`config.mk`:
```
export PLATFORM = sky130hd
export DESIGN_NAME = instruction_fetch
export DESIGN_NICKNAME = d
export VERILOG_FILES = /design/src/rtl/instruction_fetch.sv
export SDC_FILE = /design/constraint.sdc
export NUM_CORES = 1
export LEC_CHECK = 0
export ABC_AREA = 1
export CAP_MARGIN = 5
export CORE_MARGIN = 1.5
export CORE_UTILIZATION = 55
export DETAILED_ROUTE_END_ITERATION = 8
export PLACE_DENSITY_LB_ADDON = 0.2
export SLEW_MARGIN = 10
export SYNTH_ARGS = -nofsm -noshare
export SYNTH_HDL_FRONTEND = slang
export SYNTH_SLANG_ARGS = --single-unit
```
`constraint.sdc`:
```
create_clock -name clk -period 6.05 [get_ports clk]
set_clock_uncertainty 0.15 [all_clocks]
set_input_delay 1.21 -clock clk [delete_from_list [all_inputs] [get_ports clk]]
set_output_delay 1.21 -clock clk [all_outputs]
set_load 0.1 [all_outputs]
```
`src/rtl/instruction_fetch.sv`:
```
// Fetch stage in front of a one-cycle-latency instruction memory: owns the PC,
// tracks the in-flight read and buffers {pc, inst} for decode in a 2-entry FIFO.
module instruction_fetch #(
  parameter int                ADDR_W   = 16,
  parameter int                DATA_W   = 32,
  parameter logic [ADDR_W-1:0] RESET_PC = '0
) (
  input  logic              clk,
  input  logic              rst_n,
  output logic [ADDR_W-1:0] imem_addr,
  input  logic [DATA_W-1:0] imem_rd,
  input  logic              redirect_valid,
  input  logic [ADDR_W-1:0] redirect_pc,
  output logic              out_valid,
  input  logic              out_ready,
  output logic [DATA_W-1:0] out_inst,
  output logic [ADDR_W-1:0] out_pc
);

  logic [ADDR_W-1:0] r_fetch_pc;
  logic [ADDR_W-1:0] r_inflight_pc;
  logic              r_inflight;
  logic [1:0]        r_count;
  logic              r_head;
  logic [ADDR_W-1:0] r_pc   [2];
  logic [DATA_W-1:0] r_inst [2];

  logic       w_pop;
  logic       w_push;
  logic       w_issue;
  logic       w_tail;
  logic [2:0] w_occ;

  assign out_valid = (r_count != 2'd0);
  assign out_pc    = out_valid ? r_pc[r_head]   : '0;
  assign out_inst  = out_valid ? r_inst[r_head] : '0;

  assign w_pop   = out_valid & out_ready;
  // Buffered + in-flight words after this cycle's pop must leave room for one more.
  assign w_occ   = {1'b0, r_count} + {2'b00, r_inflight} - {2'b00, w_pop};
  assign w_issue = (w_occ < 3'd2);
  assign w_push  = r_inflight & ~redirect_valid;
  // The issue rule keeps pushes to count 0 or 1, so the tail is head or head+1.
  assign w_tail  = r_head ^ r_count[0];

  assign imem_addr = redirect_valid ? redirect_pc : r_fetch_pc;

  always_ff @(posedge clk or negedge rst_n) begin
    if (!rst_n) begin
      r_fetch_pc    <= RESET_PC;
      r_inflight_pc <= '0;
      r_inflight    <= 1'b0;
      r_count       <= 2'd0;
      r_head        <= 1'b0;
    end else if (redirect_valid) begin
      r_fetch_pc    <= redirect_pc + ADDR_W'(1);
      r_inflight_pc <= redirect_pc;
      r_inflight    <= 1'b1;
      r_count       <= 2'd0;
    end else begin
      if (w_issue) begin
        r_fetch_pc    <= r_fetch_pc + ADDR_W'(1);
        r_inflight_pc <= r_fetch_pc;
        r_inflight    <= 1'b1;
      end else begin
        r_inflight    <= 1'b0;
      end
      r_head  <= r_head ^ w_pop;
      r_count <= r_count + 2'(w_push) - 2'(w_pop);
    end
  end

  // Payload storage needs no reset: outputs are masked while the FIFO is empty.
  always_ff @(posedge clk) begin
    if (w_push) begin
      r_pc[w_tail]   <= r_inflight_pc;
      r_inst[w_tail] <= imem_rd;
    end
  end

endmodule

```
Yosys cells after proc, flatten, opt, wreduce, memory -nomap -nowiden
Memory sizes are Yosys's and may differ from the RTL's. Index checks and enable logic that the tools add are counted.

Memories kept: 2. Bits in writable memories: 96. Output and inout bits: 65. Input bits: 52. Flip-flop bits (word level): 36.

Memory list: r_inst (words 2, width 32, rd ports 1, clocked after Yosys merged registers in 0, wr ports 1, line 26) `logic [DATA_W-1:0] r_inst [2];`; r_pc (words 2, width 16, rd ports 1, clocked after Yosys merged registers in 0, wr ports 1, line 25) `logic [ADDR_W-1:0] r_pc [2];`.

Reductions and logical operators: 2. Magnitude comparators: 1. Multiplexer cells: 12. Bitwise operators: 5. $add $sub $neg: 6.

Operators by type and width (count): two-way mux 16 bit (6); adder 16 x 1 -> 16 bit (second input constant) (2); two-way mux 32 bit (1); two-way mux 1 bit (4); nonzero test 2 bit (2); adder 2 x 1 -> 3 bit (1); less-than comparator 3 x 2 -> 1 bit (second input constant) (1); subtractor 3 x 1 -> 3 bit (1); adder 2 x 1 -> 2 bit (1); bitwise AND 1 bit (2); two-way mux 2 bit (1); subtractor 2 x 1 -> 2 bit (1); XOR 1 bit (2); NOT 1 bit (1).

Longest topological paths before layout
Depth after elaboration: 6. Gate-level depth with buffers: 16. Depth with buffers taken out: 16.

Least setup slack after synthesis
OpenSTA, ideal clock, no wires.

Kind: input port to flip-flop. From: input port redirect_valid. To: memory r_inst[0][0] (enable). Slack: 1.699 ns. Stages: 5. Library setup time: 0.454 ns. Buffers on the path: 2. Arrival time: 3.747 ns. Cells stage by stage: buf_6 -> inv_4 -> buf_2 -> nand2_1 -> nor2_1.

Cells in the longest elaborated chain, start to end: 4.

Ends and longest elaborated chain: start: declaration (line 12) `input logic redirect_valid,`; NOT 1 bit (line 42) `assign w_push = r_inflight & ~redirect_valid;`; bitwise AND 1 bit (line 42); two-way mux 1 bit (line 75) `if (w_push) begin`; two-way mux 1 bit (implied by the code) (line 77) `r_inst[w_tail] <= imem_rd;`; end: declaration (line 26).

No other way between the ends.

Final worst setup path
From: register r_head. To: output port out_inst[5].

Cells in the longest elaborated chain, start to end: 2.

Ends and longest elaborated chain: start: declaration (line 24) `logic r_head;`; start signal: assignment (line 68) `r_head <= r_head ^ w_pop;`; memory (2 x 32 bit); two-way mux 32 bit (line 36) `assign out_inst = out_valid ? r_inst[r_head] : '0;`; end: declaration (line 16) `output logic [DATA_W-1:0] out_inst,`.

No other way between the ends.

==> results.txt <==
- Result of the run: completed
* First-pass GRT wire length: 20500 um
* Clk pin slew, worst setup/hold paths: 0.06 ns
- Maximum number of pins on one net before global-route repair: 50
* Number of hold-slack violations in the final timing report: 0
- Summing every instance area after synthesis gives 5790 um2.
* Hold bufs inserted after CTS: 0
- In this run the remaining antenna-violating nets after routing total 0.
* Half-perimeter wire length after detailed placement: 8230 um
- R2R setup slack: 2.32 ns
- 0 antenna diodes ended up in the layout.
- After floorplanning, the core was sized to cover 10300 um2.
- The endpoint identified for the worst register-to-register timing path is r_fetch_pc[13].
- Unrepaired setup endpoints after global routing: no
- Of the cells placed in the final design, the portion with a size suffix greater than 1 is 0.148.
- The later pin in the worst-skew pair is clocked with a latency of 0.52 ns.
- The initial utilization of the core area, before any placement, comes to 0.563.
- The routed layout has 4360 vias.
- TritonCTS created 17 clock buffers.
* Nets: 738
- Of the post-synthesis cell area, the dominant cell type holds 0.498.
- Post-CTS timing repair inserted 0 buffers for setup.
* Number of maximum-capacitance constraint violations: 0
- For this run, the total global-route usage over all layers was measured as 0.240.
* Max Clk Rate: 0.215 GHz
* Category of cells accounting for the largest share of critical-path delay: buffers and inverters
- Slew headroom: 0.323
- For this run, design rule violations remaining after detail routing come to 0.
- Number of inserted filler cells in the final layout: 716
* Nature of the critical path startpoint: flip-flop
* Arrival time at the worst endpoint: 3.29 ns
* Clock tree from TritonCTS: done
* Worst Path Class, Setup: flip-flop to output port
- Leaving out fill and tap cells, the most frequent cell in the layout is nand2_1.
- Number of failing setup endpoints in the final timing report: 0
* Class of the most critical hold timing path: flip-flop to flip-flop
- Chip Width: 106 um
- For this design, the sink count on the clock tree is 132.
- No sink is reached through more buffers than the 2 on the longest clock path.
- The first detailed-routing pass took 5 iterations.
- CTS placed an instance of clkbuf_8 at the clock tree root.
- The most critical setup path has its startpoint at r_head.
- Overflow after GRT: 0
- The smallest clock period supported by the final layout is computed as 4.65 ns.
- Slew @ Worst Pin: 1.01 ns
* R2r startpoint: r_count[1]
* Endpoint class of the critical path: output port
* Period Utilization, post-route: 0.769
- The synthesized design contains 132 register bits.
- Most used cells in the layout excluding fill and tap cells: nand2_1, edfxtp_1, clkdlybuf4s50_1, a21oi_1, buf_4
- During I/O placement, the number of pins put on the boundary was 117.
- For this block, the initial DRC count from the detailed router was 262.
- Distinct cell type count of the synthesized netlist: 31
- Initial antenna violation count: 0
- Critical path depth in cells: 5
- Wires add up to 12600 um.
- Port bufs: 116
* Number of warnings reported in the yosys synthesis log: 0
- Counting both buffers and inverters, the worst setup path holds a total of 3.
- edfxtp_1 takes more of the synthesized area than any other cell.
* Capturing element of the worst setup path: out_inst[5]
* Reg area: 3780 um2
* Area used by multi-input combinational logic: 1740 um2
* Avg Inst Size Synth: 10.2 um2
* Max FO, Critical Path: 31
- Synthesis produced a netlist with a net count of 623.
- Routability Congestion: 0.862
* Setup slack after layout: 1.40 ns
- The via count of the first global-routing pass was 4247.
- Register area share after synthesis: 0.653
- At the placement stage, the worst setup path has a slack of 1.61 ns.
* Mean number of vias per cell: 5.24
- Slowest cell delay on critical path: 1.15 ns
* Crit-path cells: inv_1 -> buf_4 -> nand2_1 -> a21oi_1 -> clkdlybuf4s50_1
- Worst hold-check slack: 0.326 ns
- Data required, critical path: 4.69 ns
- After routing, the total negative slack on setup checks comes to 0 ns.
- The die covers 11200 um2.
- Routed length per placed instance: 15.2 um
* Number of gates resized after CTS: 0
- The floorplan has 37 rows.
- For the worst flop-to-flop path, the logic depth is 12.
* Number of standard cells after synthesis: 568
- The H-tree was split into 4 levels.
- Among all stages on the critical path, the largest delay is contributed by clkdlybuf4s50_1.
- Compared with the post-synthesis result, the final layout area differs by 30.3%.
- Final Slew Violations: 0
- Vertical die dimension: 106 um
- After synthesis, the cell types taking the most area are edfxtp_1, dfrtp_1, nand2_1.
-- state kept, by name (all words and copies together) (netlist names) --
name and cells:
r_count 2, r_fetch_pc 16, r_head 1, r_inflight 1
r_inflight_pc 16, r_inst 64, r_pc 32
-- per-stage QoR --
stage                      util  area [um2]  cells
after global placement    0.678        6970    800
after detailed placement  0.678        6970    800
after floorplan               -        5790    568
after CTS                 0.734        7540    832
after global routing      0.734        7540    832
final                     0.734        7540    832
-- cell type report --
cell class	count	share of cell area
clock inverter	13	0.0197
multi-input combinational	373	0.231
clock buffer	19	0.0559
tap	136	0.0226
timing repair buffer	124	0.151
inverter	35	0.0177
sequential	132	0.502
-- how the worst min path moves through the flow --
stage	from	to	slack, ns	depth (start not counted)
after floorplan	r_inflight_pc[0]	r_pc[0][0]	0.29	0
after global placement	r_inflight_pc[4]	r_pc[0][4]	0.30	0
after detailed placement	r_inflight_pc[4]	r_pc[1][4]	0.31	0
after CTS	r_inflight_pc[11]	r_pc[0][11]	0.33	0
after global routing	r_inflight_pc[6]	r_pc[0][6]	0.33	0
final	r_inflight_pc[8]	r_pc[0][8]	0.33	0
-- worst reg2reg max path, delay by kind of cell (launching register included) --
kind	cells	cell delay [ns]
flops	1	0.47
fa+ha+maj	1	0.44
simple gates	9	1.91
compound gates	1	0.10
buf+inv	1	0.54
-- cell usage after synthesis --
master / number
or2_2: 1
nor2_1: 34
nand2_2: 3
clkbuf_1: 10
fa_1: 1
o21ai_1: 6
nand3_1: 25
nand4_1: 2
inv_2: 2
inv_4: 1
o21ai_0: 15
inv_1: 32
nand2_1: 201
edfxtp_1: 96
nor2_2: 6
dfrtp_1: 36
buf_6: 4
o21ai_4: 1
o21ai_2: 13
nor2_4: 2
ha_1: 2
buf_1: 3
buf_4: 1
xor2_1: 1
o21a_1: 2
nand3_2: 1
o211ai_1: 2
xnor2_1: 3
a31oi_1: 1
buf_2: 10
a21oi_1: 51
-- routing by layer --
| metal | part of all wire | up-vias | GRT usage |
|---|---|---|---|
| met4 | 0.017 | 0 | 0.0946 |
| met3 | 0.058 | 24 | 0.0489 |
| met5 | 0 | - | 0 |
| li1 | - | 2125 | - |
| met1 | 0.43 | 2059 | 0.311 |
| met2 | 0.50 | 152 | 0.401 |
-- cell families after synthesis --
group,synth area share
AO/OA/AOI/OAI,0.0910
adder cells (fa/ha/maj),0.00778
flip-flops,0.653
XOR/XNOR,0.00605
buffers and inverters,0.0493
AND/OR/NAND/NOR,0.193
Power is left out: the tool's default activity adds up to more than one toggle a clock period on the data nets, which glitch-free logic cannot reach.
